==> config.mk <==
export PLATFORM = sky130hd
export DESIGN_NAME = diff_layer_seq
export DESIGN_NICKNAME = d
export VERILOG_FILES = /design/src/rtl/diff_layer_seq.sv
export SDC_FILE = /design/constraint.sdc
export NUM_CORES = 1
export LEC_CHECK = 0
export CAP_MARGIN = 10
export CORE_MARGIN = 5
export CORE_UTILIZATION = 40
export DETAILED_ROUTE_END_ITERATION = 10
export DONT_BUFFER_PORTS = 1
export GPL_ROUTABILITY_DRIVEN = 0
export GPL_TIMING_DRIVEN = 0
export HOLD_SLACK_MARGIN = 0.12
export PLACE_DENSITY = 0.6
export SYNTH_ARGS = -nofsm -noshare
export SYNTH_HDL_FRONTEND = slang
export SYNTH_SLANG_ARGS = --single-unit
==> constraint.sdc <==
create_clock -name clk -period 2.85 [get_ports clk]
set_clock_uncertainty 0.1 [all_clocks]
set_input_delay 0.285 -clock clk [delete_from_list [all_inputs] [get_ports clk]]
set_output_delay 0.285 -clock clk [all_outputs]
set_load 0.01 [all_outputs]
==> src/rtl/diff_layer_seq.sv <==
// Multi-layer sequencer for the diff core. It queues layer descriptors and launches
// every PE column for each layer, then flips the feature-map bank before the next one.
//
// state  | meaning
// IDLE   | waiting for core_start while a descriptor is queued
// FETCH  | pop the head descriptor into the config registers
// LAUNCH | offer col_valid to every column that has not accepted yet
// RUN    | collect column and write-back finishes; watchdog running
// SWAP   | flip the bank select and count the layer
// WAIT   | a non-last layer is done and the descriptor queue is empty
// DONE   | one-cycle core_finish
// ERR    | watchdog expired; held until abort or rst
module diff_layer_seq #(
    parameter int NUM_COL    = 8,
    parameter int NUM_ROW    = 4,
    parameter int DESC_DEPTH = 4,
    parameter int DIM_W      = 8,
    parameter int TIMEOUT_W  = 16
) (
    input  logic               clk,
    input  logic               rst,
    input  logic               desc_valid,
    output logic               desc_ready,
    input  logic [DIM_W-1:0]   desc_w_num,
    input  logic [DIM_W-1:0]   desc_h_num,
    input  logic [DIM_W-1:0]   desc_c_num,
    input  logic               desc_bit_mode,
    input  logic               desc_kernel_mode,
    input  logic               desc_last,
    input  logic               core_start,
    input  logic               abort,
    output logic               core_busy,
    output logic               core_finish,
    output logic               core_error,
    output logic [7:0]         layer_cnt,
    output logic [NUM_COL-1:0] col_valid,
    input  logic [NUM_COL-1:0] col_ready,
    input  logic [NUM_COL-1:0] col_finish,
    input  logic [NUM_ROW-1:0] wb_finish,
    output logic [DIM_W-1:0]   w_num,
    output logic [DIM_W-1:0]   h_num,
    output logic [DIM_W-1:0]   c_num,
    output logic               bit_mode,
    output logic               kernel_mode,
    output logic               fm_ping_pong
);
    localparam int AW     = $clog2(DESC_DEPTH);
    localparam int DESC_W = 3 * DIM_W + 3;

    typedef enum logic [2:0] {
        S_IDLE, S_FETCH, S_LAUNCH, S_RUN, S_SWAP, S_WAIT, S_DONE, S_ERR
    } state_t;

    state_t              state;
    logic [DESC_W-1:0]   mem [DESC_DEPTH];
    logic [AW:0]         wr_ptr, rd_ptr;
    logic                fifo_empty, fifo_full, push;
    logic [NUM_COL-1:0]  launched, fin, launched_nxt, fin_nxt;
    logic [NUM_ROW-1:0]  wb, wb_nxt;
    logic [TIMEOUT_W-1:0] wdog, wdog_nxt;
    logic                last;

    // Extra pointer bit distinguishes full from empty when the indices match.
    assign fifo_empty = (wr_ptr == rd_ptr);
    assign fifo_full  = ((wr_ptr ^ rd_ptr) == {1'b1, {AW{1'b0}}});
    assign desc_ready = !fifo_full && (state != S_ERR);
    assign push       = desc_valid && desc_ready;

    assign col_valid   = (state == S_LAUNCH) ? ~launched : '0;
    assign core_busy   = (state != S_IDLE);
    assign core_finish = (state == S_DONE);
    assign core_error  = (state == S_ERR);

    // A finish pulse only counts once its column has accepted the launch.
    assign launched_nxt = launched | (col_valid & col_ready);
    assign fin_nxt      = fin | (col_finish & launched);
    assign wb_nxt       = wb | wb_finish;
    assign wdog_nxt     = wdog + TIMEOUT_W'(1);

    always_ff @(posedge clk) begin
        if (push)
            mem[wr_ptr[AW-1:0]] <= {desc_w_num, desc_h_num, desc_c_num,
                                    desc_bit_mode, desc_kernel_mode, desc_last};
    end

    always_ff @(posedge clk or posedge rst) begin
        if (rst) begin
            state        <= S_IDLE;
            wr_ptr       <= '0;
            rd_ptr       <= '0;
            launched     <= '0;
            fin          <= '0;
            wb           <= '0;
            wdog         <= '0;
            last         <= 1'b0;
            w_num        <= '0;
            h_num        <= '0;
            c_num        <= '0;
            bit_mode     <= 1'b0;
            kernel_mode  <= 1'b0;
            layer_cnt    <= '0;
            fm_ping_pong <= 1'b0;
        end else if (abort) begin
            state    <= S_IDLE;
            wr_ptr   <= '0;
            rd_ptr   <= '0;
            launched <= '0;
            fin      <= '0;
            wb       <= '0;
        end else begin
            if (push)
                wr_ptr <= wr_ptr + (AW+1)'(1);
            unique case (state)
                S_IDLE: begin
                    if (core_start && !fifo_empty) begin
                        state     <= S_FETCH;
                        layer_cnt <= '0;
                    end
                end
                S_FETCH: begin
                    {w_num, h_num, c_num, bit_mode, kernel_mode, last} <= mem[rd_ptr[AW-1:0]];
                    rd_ptr   <= rd_ptr + (AW+1)'(1);
                    launched <= '0;
                    fin      <= '0;
                    wb       <= '0;
                    wdog     <= '0;
                    state    <= S_LAUNCH;
                end
                S_LAUNCH: begin
                    launched <= launched_nxt;
                    fin      <= fin_nxt;
                    wb       <= wb_nxt;
                    if (&launched_nxt)
                        state <= S_RUN;
                end
                S_RUN: begin
                    fin  <= fin_nxt;
                    wb   <= wb_nxt;
                    wdog <= wdog_nxt;
                    if ((&fin_nxt) && (&wb_nxt))
                        state <= S_SWAP;
                    else if (&wdog_nxt)
                        state <= S_ERR;
                end
                S_SWAP: begin
                    fm_ping_pong <= ~fm_ping_pong;
                    if (layer_cnt != 8'hff)
                        layer_cnt <= layer_cnt + 8'd1;
                    if (last)
                        state <= S_DONE;
                    else if (!fifo_empty)
                        state <= S_FETCH;
                    else
                        state <= S_WAIT;
                end
                // A push landing this cycle is readable by FETCH next cycle.
                S_WAIT: begin
                    if (!fifo_empty || push)
                        state <= S_FETCH;
                end
                S_DONE: state <= S_IDLE;
                S_ERR:  state <= S_ERR;
                default: state <= S_IDLE;
            endcase
        end
    end
endmodule

* Word level (Yosys, flattened, before mapping) *
Memories as Yosys holds them, arrays and structs flattened. A register that Yosys moved wholly into a read port is not among the register bits.
Index checks and enable logic that the tools add are counted.

storage, ports and cells
  bits in registers = 54
  bits in latches = 0
  bits in writable memories = 108
  memory bits (read-only) = 0
  bits of input ports = 52
  output and inout bits = 47
  memories = 1

cells by class
  add/subtract/negate cells = 4
  multipliers = 0
  divide/modulo/power cells = 0
  order comparisons = 0
  equal/unequal tests = 17
  shift-type cells = 0
  mux-type cells = 26
  bitwise logic cells = 9
  reduce and logical (&&, ||, !) cells = 25

memories
  name  depth  width  rd ports  clocked after Yosys merged registers in  write ports  RTL line  text
  mem   4      27     1         1                                        1            55        logic [DESC_W-1:0] mem [DESC_DEPTH];

operators by type and width
  operator               count
  $pmux 8 s2             3
  $mux 8                 5
  $mux 3                 12
  $pmux 16 s2            1
  $pmux 3 s8             1
  $add 16x1->16 const B  1
  $and 8x8->8            2
  $or 8x8->8             2
  $reduce_and 16->1      1
  $reduce_and 8->1       2
  $eq 3x3->1 const B     5
  $reduce_and 4->1       3
  $ne 3x3->1 const B     3
  $reduce_bool 3->1      3
  $add 8x1->8 const B    1
  $ne 8x8->1 const B     1
  $not 8->8              1
  $pmux 4 s2             1
  $reduce_bool 2->1      4
  $add 3x1->3 const B    2
  $eq 3x2->1 const B     2
  $reduce_and 2->1       3
  $logic_and 1x1->1      4
  $mux 4                 1
  13 further kinds       17

* Logic depth before layout (Yosys ltp) *
Gate-level depths: netlist (run 1).

  word-level depth = 9
  gate-level depth with buffers = 9
  gate-level depth less buffers = 7

* Worst setup path after synthesis (run 1) *
Ideal clock, no wire load.

  kind = reg2reg
  start point = register wr_ptr[0]
  end point = memory mem[3][0] (netlist name), enable pin
  arrival = 1.700 ns
  data required time = 2.362 ns
  setup slack = 0.663 ns
  stages on the path, launching flop included = 4
  buffers on the path = 0
  period minus slack after synthesis = 2.187 ns
  cell sequence = dfrtp_1 xor2_1 o32a_1 and3_1

on the way
  word-level cells in the longest chain between the ends = 7

RTL lines
  what                          RTL line  text
  from (decl)                   56        logic [AW:0] wr_ptr, rd_ptr;
  from (signal assigned)        112       wr_ptr <= wr_ptr + (AW+1)'(1);
  $xor 3x3->3                   65        assign fifo_full = ((wr_ptr ^ rd_ptr) == {1'b1, {AW{1'b0}}});
  $eq 3x3->1                    65
  $logic_not 1->1               66        assign desc_ready = !fifo_full && (state != S_ERR);
  $logic_and 1x1->1             66
  via desc_ready                23        output logic desc_ready,
  $logic_and 1x1->1             67        assign push = desc_valid && desc_ready;
  $mux 1                        81        if (push)
  $mux 1 (not written as such)  82        mem[wr_ptr[AW-1:0]] <= {desc_w_num, desc_h_num, desc_c_num,
  to (decl)                     55

The timed path passes the listed nets, and every way through them passes these cells.

* Worst setup path after layout (run 1) *
  start point = register state[0]
  end point = output col_valid[0]

on the way
  word-level cells in the longest chain between the ends = 2

RTL lines
  what                    RTL line  text
  from (decl)             54        state_t state;
  from (signal assigned)  88        state <= S_IDLE;
  from (signal assigned)  104       state <= S_IDLE;
  from (signal assigned)  116       state <= S_FETCH;
  $eq 3x2->1              69        assign col_valid = (state == S_LAUNCH) ? ~launched : '0;
  $mux 8                  69
  to (decl)               36        output logic [NUM_COL-1:0] col_valid,

No other way between the ends.

==> results of run 1 <==
==> through the flow <==
stage,area (um2),setup TNS (ns),cells,worst slack [ns],hold WS [ns]
2_1_floorplan,8015,0,572,0.3849,0.2839
3_3_place_gp,8347,-90.26,837,-0.8404,0.2840
3_5_place_dp,8382,0,838,0.1718,0.02718
4_1_cts,9468,0,921,0.1661,0.1303
5_1_grt,9468,0,921,0.001487,0.1529
6_report,9468,0,921,0.1877,0.1689
==> where the power goes <==
part	switching (uW)	internal [uW]
clock network	1040	1260
logic	796	720
registers	351	3240
total	2190	5220
==> cell usage after synthesis, drive strengths merged (10+ instances only) <==
| library cell | n |
|---|---|
| edfxtp | 108 |
| dfrtp | 81 |
| nor2 | 55 |
| a21oi | 35 |
| nand2 | 35 |
| o21ai | 34 |
| mux2 | 29 |
| mux4 | 27 |
| clkbuf | 18 |
| a31oi | 13 |
| buf | 13 |
| nand4 | 11 |
| nand3 | 10 |
| xor2 | 10 |
==> worst paths after layout <==
| path | cells past startpoint | endpoint | from |
|---|---|---|---|
| min in group asynchronous | 2 | c_num[0] | rst |
| min | 4 | state[1] | desc_valid |
| max in group asynchronous | 3 | launched[5] | rst |
| max reg2reg | 6 | kernel_mode | state[2] |
| min reg2reg | 2 | fin[1] | fin[1] |
| max | 4 | col_valid[0] | state[0] |
==> repair_timing <==
| action | 4_1_cts | 5_1_grt |
|---|---|---|
| gates resized for setup | 0 | 0 |
| hold buffers | 51 | 0 |
| endpoints found under the hold margin | 215 | 0 |
| setup endpoints to repair | 0 | 0 |
==> state kept, by name (all words and copies together), names as in the netlist <==
name          cells
fm_ping_pong      1
last              1
launched          8
wdog             16
mem             108
rd_ptr            3
bit_mode          1
wb                4
layer_cnt         8
kernel_mode       1
state             3
w_num             8
h_num             8
wr_ptr            3
fin               8
c_num             8
==> metal layers <==
layer	GRT usage	share of wire	vias up
li1	-	-	2303
met1	0.1951	0.42	2494
met2	0.2665	0.49	164
met3	0.05562	0.079	14
met4	0.03863	0.0096	0
met5	0	0	-
==> critical path, delay by kind of cell (launching register included) <==
kind | cells | cell delay (ns)
buffers and inverters | 1 | 0.24
AND/OR/NAND/NOR | 3 | 1.18
flip-flops | 1 | 0.43
==> kinds of logic (layout without fill, tap and decap cells) <==
kind of cell,count (synthesis),after routing
AOI/OAI and AO/OA,114,114
xor gates and xnor gates,18,18
muxes,56,56
adders and majority gates,8,8
DFF,189,189
and+or+nand+nor,150,150
buffers and inverters,37,121
==> final cells by class <==
cell class / count / area, um2 / share of cell area
clock inverter: 12 / 128.9 / 0.01361
sequential: 189 / 5270 / 0.5566
buffer: 31 / 137.6 / 0.01454
clock buffer: 20 / 446.7 / 0.04718
timing repair buffer: 52 / 538.0 / 0.05683
inverter: 6 / 25.02 / 0.002643
multi-input combinational: 346 / 2590 / 0.2736
tap: 265 / 331.6 / 0.03502
==> key figures, run 1 <==
Pwr
  • Pwr dens: approximately 780 nW/um2
  • Pleak: 0.003485 uW
  • Post-layout power: 7407 uW
  • Max rail drop VDD: approximately 0.50 mV

Layout
  • Layout fillers: ~1700
  • Layout area overhead: 18.12%
  • Fin util: 0.4833
  • # nets final: roughly 700
  • Ant diodes: 0
  • Most common cell after layout, fill and taps aside: edfxtp_1
  • Share of cells above drive strength 1: 0.1616
  • Most frequent cells in the layout: edfxtp_1, dfrtp_1, nor2_1

Hold path
  • Hold Crit Class: input port to flip-flop

Drt
  • 1st-iter DRT viols: 395
  • WL final: around 18 mm
  • Detailed-route DRC error count: 0
  • Post-route antenna net violation count: 0
  • Pre-antenna DRT Iters: 5
  • DR WL/cell: approximately 19 um
  • Drt via density: ~5.4
  • Via count: 4975

Floorplanning
  • Starting Density: 0.4091
  • Total die area: ~23000 um2
  • IO Pins: slightly below 100
  • Die width: around 150 um
  • Rows: 51
  • Die Ht: between 150 and 200 um
  • Core area: around 20000 um2

Clocking
  • CTS Root Buffer Type: clkbuf_16
  • H-tree depth: 4
  • Clock slew seen by the registers of the worst setup and hold paths: about 0.070 ns
  • TritonCTS buffer count: 17
  • Clock tree sinks: about 190
  • Post-CTS Setup Bufs: 0
  • Clock Latency Late Sink: approximately 0.42 ns
  • CTS tree: built
  • Clock tree buffer depth: 2

Setup path
  • R2R setup slack: around 0.24 ns
  • Arrival time worst endpoint: roughly 2.3 ns
  • Critical path's slowest cell: nor2_1
  • Critical path cell sequence: clkbuf_1 > nor2_1 > nand2_1 > nor2_1
  • Worst setup SP type: flip-flop
  • Required @ worst endpoint: 2.47 ns
  • CP Class: flip-flop to output pin
  • Crit-path max cell delay: 0.54 ns
  • Crit path max fanout: 10
  • Most frequent cell on the critical path: nor2_1
  • CP Capture Type: output pin

Synth
  • Adder-cell share of the synthesized area: 0.01249
  • Post-Synth Simple-Gate Area: 0.08882
  • Flops & latches, synth: about 190
  • Syn_nets: around 630
  • Number of standard cells after synthesis: 572
  • Async SR Flop Fraction: 0.4286
  • Syn_area_per_cell: approximately 14 um2
  • Xor/xnor share of the synthesized area: 0.02061
  • Number of flops mapped to enable cells by yosys: 108
  • Synth Area in Compound Gates: 0.08398
  • Synth warnings: 0
  • Seq/Total Area, Yosys: 0.6575
  • Area share of the largest cell type after synthesis: 0.4046
  • Post-synth top area cell: edfxtp_1
  • Yosys cell types: 45
  • Syn Std Cell Area: ~8000 um2
  • Ys flop type: edfxtp_1
  • Synth top area cells: edfxtp_1, dfrtp_1, mux4_2, mux2_2, nor2_1
  • Largest family of logic cells by synthesized area: multiplexers
  • Mux contribution to synthesized area: 0.1166

Global routing
  • Global router's overall resource usage: 0.1578
  • First-pass GRT wire length: 27.46 mm
  • Initial antenna violation count: 0
  • Largest net degree at the start of global routing: 66
  • Total global routing overflow: 0
  • Vias in the first global route: around 5100

Timing
  • Slew Limit Fails: 0
  • Endpoints failing setup: 0
  • Rel. slew slack: 0.3026
  • Period utilization: 0.9342
  • Period minus WS final: approximately 2.7 ns
  • Fmax achieved: around 380 MHz
  • Slew @ Worst Pin: between 1 and 1.5 ns
  • Endpoints failing hold: 0
  • RSZ-0062 raised after global routing: no

Outcome
  • Status: completed

Placement
  • DP HPWL: about 11 mm
  • Buffers on Ports: 0

Flow run
  • Max-Cap Viols: 0
(Power assumes the default switching activity.)
==> inputs of run 2 (changes only) <==
--- a/config.mk
+++ b/config.mk
@@ -8,10 +8,10 @@
 export CAP_MARGIN = 10
 export CORE_MARGIN = 5
 export CORE_UTILIZATION = 40
+export CTS_BUF_LIST = sky130_fd_sc_hd__clkbuf_8
 export DETAILED_ROUTE_END_ITERATION = 10
 export DONT_BUFFER_PORTS = 1
 export GPL_ROUTABILITY_DRIVEN = 0
-export GPL_TIMING_DRIVEN = 0
 export HOLD_SLACK_MARGIN = 0.12
 export PLACE_DENSITY = 0.6
 export SYNTH_ARGS = -nofsm -noshare
==> run 2 against run 1 <==
  * Global-route usage fell by 0.23 points
  * Largest power group unchanged
  * Largest cell class unchanged
  * Die area did not move
  * Setup slack improved by 0.19 ns
  * Non-clock buffer count fell by 15
==> key figures, run 2 (synthesized netlist as in run 1, its figures left out) <==
Timing
  • Fmax achieved: 405.1 MHz
  • Post-route setup TNS: 0 ns
  • Worst setup margin: between 0.3 and 0.4 ns
  • Endpoints failing setup: 0
  • Slew @ Worst Pin: between 0.8 and 0.9 ns
  • Endpoints failing hold: 0
  • Period utilization: 0.8661
  • Period minus WS final: roughly 2.5 ns
  • Rel. slew slack: 0.4057
  • Fin Hold WS: 0.2090 ns
  • Slew Limit Fails: 0
  • RSZ-0062 raised after global routing: no

Global routing
  • Vias in the first global route: around 5000
  • Largest net degree at the start of global routing: between 50 and 60
  • Total global routing overflow: 0
  • Initial antenna violation count: 1
  • Global router's overall resource usage: 0.1555
  • First-pass GRT wire length: 27.45 mm

Layout
  • Ant diodes: 0
  • Most frequent cells in the layout: edfxtp_1, dfrtp_1, nor2_1
  • Share of cells above drive strength 1: 0.1747
  • Layout fillers: between 1500 and 2000
  • Layout area overhead: 16.03%
  • Fin cells: 906
  • Most common cell after layout, fill and taps aside: edfxtp_1
  • # nets final: roughly 700
  • Max FFs per register: 108

Placement
  • DP HPWL: about 11 mm
  • Pre-CTS setup slack: between 0.4 and 0.5 ns
  • Placed Cells: 824
  • Buffers on Ports: 0

Drt
  • WL final: between 15 and 20 mm
  • 1st-iter DRT viols: 287
  • Via count: about 5000
  • Detailed-route DRC error count: 0
  • DR WL/cell: roughly 19 um
  • Pre-antenna DRT Iters: 4
  • Drt via density: around 5.4
  • Post-route antenna net violation count: 0

Setup path
  • R2R setup slack: 0.40 ns
  • Critical path's slowest cell: dlygate4sd3_1
  • Arrival time worst endpoint: 2.70 ns
  • Crit path max fanout: 21
  • Buf+Inv Stages, Crit Path: 2
  • Critical path cell sequence: dlygate4sd3_1 > inv_1 > and3_1 > nand2_1 > a31oi_1 > o21ai_0 > o21ai_0
  • CP Class: input port to flip-flop
  • Kind of cell adding the most delay to the critical path: buffers and inverters
  • Worst setup SP type: input port
  • Crit-path max cell delay: between 1 and 1.5 ns
  • CP Capture Type: flip-flop
  • Required @ worst endpoint: a little over 3 ns
  • Most frequent cell on the critical path: o21ai_0

Pwr
  • Pleak: between 0.003 and 0.004 uW
  • Pwr dens: approximately 750 nW/um2
  • Post-layout power: just under 7000 uW
  • Max rail drop VDD: approximately 0.47 mV

Clocking
  • H-tree depth: 4
  • CTS Root Buffer Type: clkbuf_8
  • TritonCTS buffer count: 17
  • Clock Latency Late Sink: between 0.4 and 0.5 ns
  • Clock tree buffer depth: 2
  • Post-CTS Setup Bufs: 0
  • CTS tree: built
  • Clock tree sinks: around 190
  • Clock slew seen by the registers of the worst setup and hold paths: approximately 0.10 ns

Hold path
  • Hold Crit Class: input port to flip-flop

Floorplanning
  • IO Pins: a little under 100
  • Die Ht: 151.6 um
  • Total die area: between 20000 and 25000 um2
  • Core area: between 15000 and 20000 um2
  • Starting Density: 0.4091
  • Die width: roughly 150 um
  • Rows: 51

Flow run
  • Max-Cap Viols: 0

Outcome
  • Status: completed
[run 2: cell types whose count changed in the layout (fill, tap and decap cells not counted), moves of 4 or more]
cell,before,now
clkbuf_1,20,0
clkbuf_16,17,0
clkbuf_8,1,18
buf_4,2,16
buf_2,11,0
clkinvlp_4,4,0
[run 2: area by class of cell]
cell class                 count  area (um2)  area share
multi-input combinational    346        2597      0.2793
sequential                   189        5271      0.5668
clock inverter                14       167.7     0.01803
clock buffer                  18       247.7     0.02664
timing repair buffer          68       660.6     0.07103
tap                          265       331.6     0.03565
inverter                       6       23.77    0.002556
[run 2: path summary, 6_finish.rpt]
kind | from | depth (start not counted) | end
worst max-delay path | abort | 7 | wdog[3]
max in group asynchronous | rst | 3 | rd_ptr[0]
worst min-delay path | core_start | 4 | layer_cnt[3]
worst min register to register | fin[6] | 2 | fin[6]
min in group asynchronous | rst | 2 | kernel_mode
worst max register to register | wdog[0] | 7 | state[2]
[run 2: worst min-delay path, cell delays in order]
cell,delay [ns]
o31ai_1,0.09
a211oi_1,0.15
xnor2_1,0.15
nor2_1,0.04
[run 2: repair_timing]
action | in CTS | in global routing
endpoints found under the setup margin | 0 | 0
gates resized for setup | 0 | 0
endpoints found under the hold margin | 190 | 0
hold buffers | 50 | 0
[run 2: metrics by stage]
stage / area (um2) / util
after floorplan: 8015 / -
after global placement: 8384 / 0.4280
after detailed placement: 8384 / 0.4280
after CTS: 9300 / 0.4747
after global routing: 9300 / 0.4747
final: 9300 / 0.4747
[run 2: report_power, final]
group	total, uW	internal, uW	switching [uW]
sequential	3600	3240	361
clock	1840	840	996
combinational	1520	753	766
[run 2: per-layer routing]
metal | wire length [um] | track usage | part of all wire
met1 | 7104 | 0.1956 | 0.41
met2 | 8364 | 0.2563 | 0.49
met3 | 1408 | 0.05503 | 0.082
met4 | 266 | 0.04313 | 0.016
met5 | 13 | 0 | 0.00076
